===== config.mk =====
export PLATFORM = sky130hd
export DESIGN_NAME = ysyx_22041207_axi_rd_bridge
export DESIGN_NICKNAME = d
export VERILOG_FILES = /design/src/rtl/ysyx_22041207_axi_rd_bridge_pkg.sv /design/src/rtl/ysyx_22041207_rdata_align.sv /design/src/rtl/ysyx_22041207_axi_rd_bridge.sv
export SDC_FILE = /design/constraint.sdc
export NUM_CORES = 1
export LEC_CHECK = 0
export BUFFER_PORTS_ARGS = -buffer_cell sky130_fd_sc_hd__buf_2
export CAP_MARGIN = 20
export CORE_MARGIN = 10
export CORE_UTILIZATION = 44
export CTS_CLUSTER_DIAMETER = 50
export DETAILED_ROUTE_END_ITERATION = 10
export PLACE_DENSITY = 0.77
export SLEW_MARGIN = 15
export SYNTH_ARGS = -nofsm -noshare
export SYNTH_HDL_FRONTEND = slang
export SYNTH_SLANG_ARGS = --single-unit

===== constraint.sdc =====
create_clock -name clk -period 1.7 [get_ports clk]
set_input_delay 0.34 -clock clk [delete_from_list [all_inputs] [get_ports clk]]
set_output_delay 0.34 -clock clk [all_outputs]
set_load 0.05 [all_outputs]

===== src/rtl/ysyx_22041207_axi_rd_bridge_pkg.sv =====
// Shared AXI encodings, FSM state type and size helpers for the simple-port AXI read bridge.
package ysyx_22041207_axi_rd_bridge_pkg;

  // AXI burst type for the single-beat request (INCR with len 0 is one beat).
  localparam logic [1:0] AXI_BURST_INCR = 2'b01;

  // Full-beat transfer size (2^3 = 8 bytes); narrowing happens on the returned beat.
  localparam logic [2:0] AXI_SIZE_8B = 3'd3;

  // AXI read response codes; anything other than OKAY is reported as an error.
  typedef enum logic [1:0] {
    AXI_RESP_OKAY   = 2'b00,
    AXI_RESP_EXOKAY = 2'b01,
    AXI_RESP_SLVERR = 2'b10,
    AXI_RESP_DECERR = 2'b11
  } axi_resp_e;

  // Bridge FSM: accept, address phase, data phase, hold result for the requester.
  typedef enum logic [1:0] {
    ST_IDLE = 2'd0,
    ST_AR   = 2'd1,
    ST_R    = 2'd2,
    ST_RESP = 2'd3
  } rd_state_e;

  // Byte masks for each legal request size.
  localparam logic [63:0] MASK_1B = 64'h0000_0000_0000_00FF;
  localparam logic [63:0] MASK_2B = 64'h0000_0000_0000_FFFF;
  localparam logic [63:0] MASK_4B = 64'h0000_0000_FFFF_FFFF;
  localparam logic [63:0] MASK_8B = 64'hFFFF_FFFF_FFFF_FFFF;

  // Only power-of-two byte counts up to one beat are meaningful requests.
  function automatic logic size_legal(input logic [7:0] size);
    return (size == 8'd1) || (size == 8'd2) || (size == 8'd4) || (size == 8'd8);
  endfunction

endpackage


===== src/rtl/ysyx_22041207_rdata_align.sv =====
// Right-justifies the addressed bytes of a returned beat and zero-extends them to the request size.
module ysyx_22041207_rdata_align
  import ysyx_22041207_axi_rd_bridge_pkg::*;
#(
  parameter int DATA_W = 64
) (
  input  logic [DATA_W-1:0] i_rdata,
  input  logic [2:0]        i_offset,
  input  logic [7:0]        i_size,
  output logic [DATA_W-1:0] o_data
);

  logic [DATA_W-1:0] w_shifted;
  logic [DATA_W-1:0] w_mask;

  // Shift the addressed byte down to bit 0; bytes past the end of the beat shift in as zero.
  always_comb begin
    w_shifted = i_rdata >> {i_offset, 3'b000};
    case (i_size)
      8'd1:    w_mask = DATA_W'(MASK_1B);
      8'd2:    w_mask = DATA_W'(MASK_2B);
      8'd4:    w_mask = DATA_W'(MASK_4B);
      default: w_mask = DATA_W'(MASK_8B);
    endcase
    o_data = w_shifted & w_mask;
  end

endmodule


===== src/rtl/ysyx_22041207_axi_rd_bridge.sv =====
// Simple read port to single-beat AXI4 read bridge: one outstanding request, result held until taken.
module ysyx_22041207_axi_rd_bridge
  import ysyx_22041207_axi_rd_bridge_pkg::*;
#(
  parameter int RW_DATA_WIDTH  = 64,
  parameter int RW_ADDR_WIDTH  = 64,
  parameter int AXI_DATA_WIDTH = 64,
  parameter int AXI_ADDR_WIDTH = 64,
  parameter int AXI_ID_WIDTH   = 4,
  parameter int AXI_USER_WIDTH = 1,
  parameter int AXI_RD_ID      = 0
) (
  input  logic                      clk,
  input  logic                      rst_n,
  // simple read port
  input  logic                      r_valid_i,
  output logic                      r_ready_o,
  input  logic [RW_ADDR_WIDTH-1:0]  r_addr_i,
  input  logic [7:0]                r_size_i,
  output logic [RW_DATA_WIDTH-1:0]  r_data_o,
  output logic                      r_data_valid_o,
  input  logic                      r_data_ready_i,
  output logic                      r_err_o,
  // AXI AR channel
  output logic                      axi_ar_valid_o,
  input  logic                      axi_ar_ready_i,
  output logic [AXI_ADDR_WIDTH-1:0] axi_ar_addr_o,
  output logic [AXI_ID_WIDTH-1:0]   axi_ar_id_o,
  output logic [7:0]                axi_ar_len_o,
  output logic [2:0]                axi_ar_size_o,
  output logic [1:0]                axi_ar_burst_o,
  output logic [AXI_USER_WIDTH-1:0] axi_ar_user_o,
  // AXI R channel
  input  logic                      axi_r_valid_i,
  output logic                      axi_r_ready_o,
  input  logic [AXI_DATA_WIDTH-1:0] axi_r_data_i,
  input  logic [1:0]                axi_r_resp_i,
  input  logic                      axi_r_last_i,
  input  logic [AXI_ID_WIDTH-1:0]   axi_r_id_i
);

  rd_state_e                 r_state;
  rd_state_e                 w_state_nxt;
  logic                      w_accept;
  logic                      w_size_ok;
  logic [AXI_ADDR_WIDTH-1:0] r_ar_addr;
  logic [2:0]                r_offset;
  logic [7:0]                r_size;
  logic [RW_DATA_WIDTH-1:0]  r_data;
  logic                      r_err;
  logic [AXI_DATA_WIDTH-1:0] w_aligned;
  logic                      w_unused;

  // Single-beat transfers carry no useful LAST/ID information.
  assign w_unused = ^{axi_r_last_i, axi_r_id_i};

  assign w_size_ok = size_legal(r_size_i);

  // State register.
  always_ff @(posedge clk or negedge rst_n) begin
    // NOTE: sequential state uses non-blocking assignments so every flop samples pre-edge values.
    if (!rst_n) r_state <= ST_IDLE;
    else        r_state <= w_state_nxt;
  end

  // Next-state logic and per-state handshake decode.
  always_comb begin
    // NOTE: every output gets a default first so no path through the case infers a latch.
    w_state_nxt    = r_state;
    w_accept       = 1'b0;
    axi_ar_valid_o = 1'b0;
    axi_r_ready_o  = 1'b0;
    r_data_valid_o = 1'b0;
    case (r_state)
      ST_IDLE: begin
        // rst_n gates the accept so r_ready_o is low while reset is held.
        w_accept = r_valid_i & rst_n;
        if (w_accept) w_state_nxt = w_size_ok ? ST_AR : ST_RESP;
      end
      ST_AR: begin
        axi_ar_valid_o = 1'b1;
        if (axi_ar_ready_i) w_state_nxt = ST_R;
      end
      ST_R: begin
        axi_r_ready_o = 1'b1;
        if (axi_r_valid_i) w_state_nxt = ST_RESP;
      end
      ST_RESP: begin
        r_data_valid_o = 1'b1;
        if (r_data_ready_i) w_state_nxt = ST_IDLE;
      end
      default: w_state_nxt = ST_IDLE;
    endcase
  end

  assign r_ready_o = w_accept;

  // Latch the request on accept; the AR address is beat aligned, the offset kept for alignment.
  always_ff @(posedge clk or negedge rst_n) begin
    if (!rst_n) begin
      r_ar_addr <= '0;
      r_offset  <= '0;
      r_size    <= '0;
    end else if (w_accept) begin
      r_ar_addr <= AXI_ADDR_WIDTH'({r_addr_i[RW_ADDR_WIDTH-1:3], 3'b000});
      r_offset  <= r_addr_i[2:0];
      r_size    <= r_size_i;
    end
  end

  ysyx_22041207_rdata_align #(
    .DATA_W (AXI_DATA_WIDTH)
  ) u_align (
    .i_rdata  (axi_r_data_i),
    .i_offset (r_offset),
    .i_size   (r_size),
    .o_data   (w_aligned)
  );

  // Capture the result: immediate error for an illegal size, else the aligned beat and its status.
  always_ff @(posedge clk or negedge rst_n) begin
    if (!rst_n) begin
      r_data <= '0;
      r_err  <= 1'b0;
    end else if (w_accept && !w_size_ok) begin
      r_data <= '0;
      r_err  <= 1'b1;
    end else if ((r_state == ST_R) && axi_r_valid_i) begin
      r_data <= RW_DATA_WIDTH'(w_aligned);
      r_err  <= (axi_r_resp_i != AXI_RESP_OKAY);
    end
  end

  assign r_data_o       = r_data;
  assign r_err_o        = r_err;
  assign axi_ar_addr_o  = r_ar_addr;
  assign axi_ar_id_o    = AXI_ID_WIDTH'(AXI_RD_ID);
  assign axi_ar_len_o   = 8'd0;
  assign axi_ar_size_o  = AXI_SIZE_8B;
  assign axi_ar_burst_o = AXI_BURST_INCR;
  assign axi_ar_user_o  = '0;

endmodule


==> out/qor.txt <==
CP Data Required Time = 1.36 ns
clk sink count = 139
Cells after Synth = 644
ys async rst share = 100%
Avg Inst Size Synth = 11.2 µm²
number of distinct standard cells referenced by the synthesized netlist = 37
Die ar. = 21,900 µm²
total gr overflow = 0
setup TNS = -0.0354 ns
Layout area overhead = 37.3%
Slew Viols, Final = 0
Pwr Total = 24.4 mW
I/O Buffers = 273
via/cell ratio = 5.53
final hold viol count = 0
cts bufs inserted = 17
die height = 148 µm
Max Cap Violations = 0
row count = 46
Initial Utilization = 45.1%
max frequency = 576 MHz
Int Power = 12.0 mW
Top FF cell, synth = dfrtp_1
Mapped Area = 7220 µm²
worst slew pin tran = 0.774 ns
Crit Path Max Fanout = 3
initial antenna violation count = 0
TritonCTS clock tree = done
endpoints failing setup = 1
Leakage = 4.85 nW
r2r startpoint = r_offset[1]
Top Ports = 300
Post-synth EDFFs = 0
peak supply drop = 1350 µV
Setup Skew = 0.0122 ns
CP arrival = 1.40 ns
DRT iter0 DRCs = 428
Power per Cell Area = 2460 nW/µm²
largest net degree at the start of global routing = 60
status = finished with violations
vias in the first global route = 6,853
ANT cells = 0
routed via count = 6,491
WHS = 0.159 ns
nets = 1,099
antenna viol nets, final = 0
Sw Pwr = 12.4 mW
CP Capture Type = output port
Post-Route WL = 24,800 µm
first-pass GRT wire length = 37,600 µm
Setup WS pre-CTS = 0.00987 ns
htree depth = 4
Flop pwr share = 24.1%
Yosys Warn Count = 0
violated checks = negative setup slack
flops & latches, synth = 139
Comb pwr share = 60.6%
worst hold path type = primary input to async pin
commonest non-fill, non-tap cell in the layout = buf_2
min Tclk post-route = 1.74 ns
R2R depth = 6
Total GRT Usage = 21.6%
DR WL/cell = 21.2 µm
RSZ-0062 raised after global routing = yes
Worst Setup Slack, final = -0.0354 ns
clk slew on worst S/H paths = 0.06 ns
Worst R2R Setup Slack = 0.06 ns
Slew HR = 48.4%
Switching Fraction = 51.0%
RR Endpoint = r_data_o[1]
WS Path Type = flop to output port
number of remaining DRC errors = 0
Std-Cell Core Area = 16,000 µm²
most frequent cells in the layout = buf_2, dfrtp_1, mux2i_1
register area share after synthesis = 48.2%
part of the power in the clock network = 15.3%
Root Buffer = clkbuf_16
Max clock buf depth = 2
routability cong. = 0.924
chip width = 148 µm
fin util = 61.9%
critical path launch point type = flop
DR pass1 iterations = 6
Worst-Skew Late Latency = 0.41 ns
final period utilization = 102%
Detailed Place HPWL = 18,800 µm
share of post-route cells with drive strength above 1 = 48.3%
power groups by stage:
| stage | sequential [mW] | clock (mW) | combinational [mW] |
|---|---|---|---|
| after floorplan | 10.9 | 0 | 5.37 |
| after global placement | 5.83 | 0 | 14.0 |
| after detailed placement | 5.92 | 0 | 14.2 |
| after CTS | 5.88 | 3.79 | 14.4 |
| after global routing | 6.08 | 3.94 | 15.6 |
| final | 5.89 | 3.73 | 14.8 |
critical path, cell delays in order, from the launching register on:
cell	delay [ns]
dfrtp_1	0.38
inv_2	0.11
ha_4	0.16
nand3_4	0.08
clkinvlp_4	0.11
buf_8	0.14
metal layers:
metal	up-vias	share of wire [%]	track usage [%]	wire length, µm
met5	-	0	0	0
met4	0	2.9	7.68	715
met3	58	12	9.19	2860
met2	377	50	36.8	12500
met1	3109	35	23.6	8780
li1	2947	-	-	-
worst max-delay path by stage:
stage          startpoint           end  slack [ns]  cells after the start
6_report       r_state[0]     r_ready_o       -0.04                      5
5_1_grt        r_state[0]     r_ready_o       -0.11                      5
4_1_cts        r_state[0]     r_ready_o       -0.07                      5
3_5_place_dp   r_state[0]     r_ready_o        0.01                      5
3_3_place_gp   r_state[0]     r_ready_o        0.03                      5
2_1_floorplan  r_state[0]  r_data_o[30]       -0.07                      8
what timing repair did:
action / in CTS / in global routing
cloned: 0 / 2
hold endpoints to repair: 22 / 0
setup endpoints to repair: 11 / 50
buffers inserted: 3 / 4
hold buffers: 1 / 0
gates resized for setup: 11 / 14
pin swaps: 2 / 4
sequential cells by signal, summed over array words and instances, names as in the netlist:
name,flops
r_data_o,64
r_err_o,1
axi_ar_addr_o,61
r_offset,3
r_state,2
r_size,8
cell type report:
type / count / area (µm²)
Clock buffer: 20 / 447
Clock inverter: 11 / 146
Fill cell: 1372 / 6090
Inverter: 7 / 30.0
Multi-Input combinational cell: 446 / 3490
Sequential cell: 139 / 3480
Tap cell: 216 / 270
Timing Repair Buffer: 334 / 2050
cell usage after synthesis (all sizes together), types with 7 or more instances:
cell | count | area share (%)
a211oi | 17 | 1.8
a21oi | 49 | 3.4
a221oi | 9 | 1.1
buf | 50 | 4.6
clkbuf | 21 | 1.1
dfrtp | 139 | 48
inv | 7 | 0.36
mux2 | 73 | 11
mux2i | 90 | 13
nand2 | 37 | 1.9
nor2 | 35 | 1.9
nor3 | 9 | 0.62
o2111ai | 8 | 0.97
o211ai | 17 | 1.8
o21ai | 9 | 0.62
o22ai | 34 | 2.9
o2bb2ai | 16 | 1.9
logic make-up (layout without fill, tap and decap cells):
| group | Yosys count | in the layout | share of synthesized area [%] |
|---|---|---|---|
| compound gates | 162 | 162 | 15.1 |
| xor+xnor | 4 | 4 | 0.485 |
| fa+ha+maj | 5 | 5 | 0.867 |
| buf+inv | 78 | 372 | 6.03 |
| flops | 139 | 139 | 48.2 |
| mux | 163 | 163 | 23.9 |
| other cells | 2 | 21 | 0.104 |
| simple gates | 91 | 91 | 5.30 |
through the flow:
stage	cell area [µm²]	instances
floorplan	7350	663
global placement	9090	1132
detailed placement	9090	1132
CTS	9760	1167
global route	9910	1173
finish	9910	1173
Note: power is estimated with default switching activity, not from simulation.
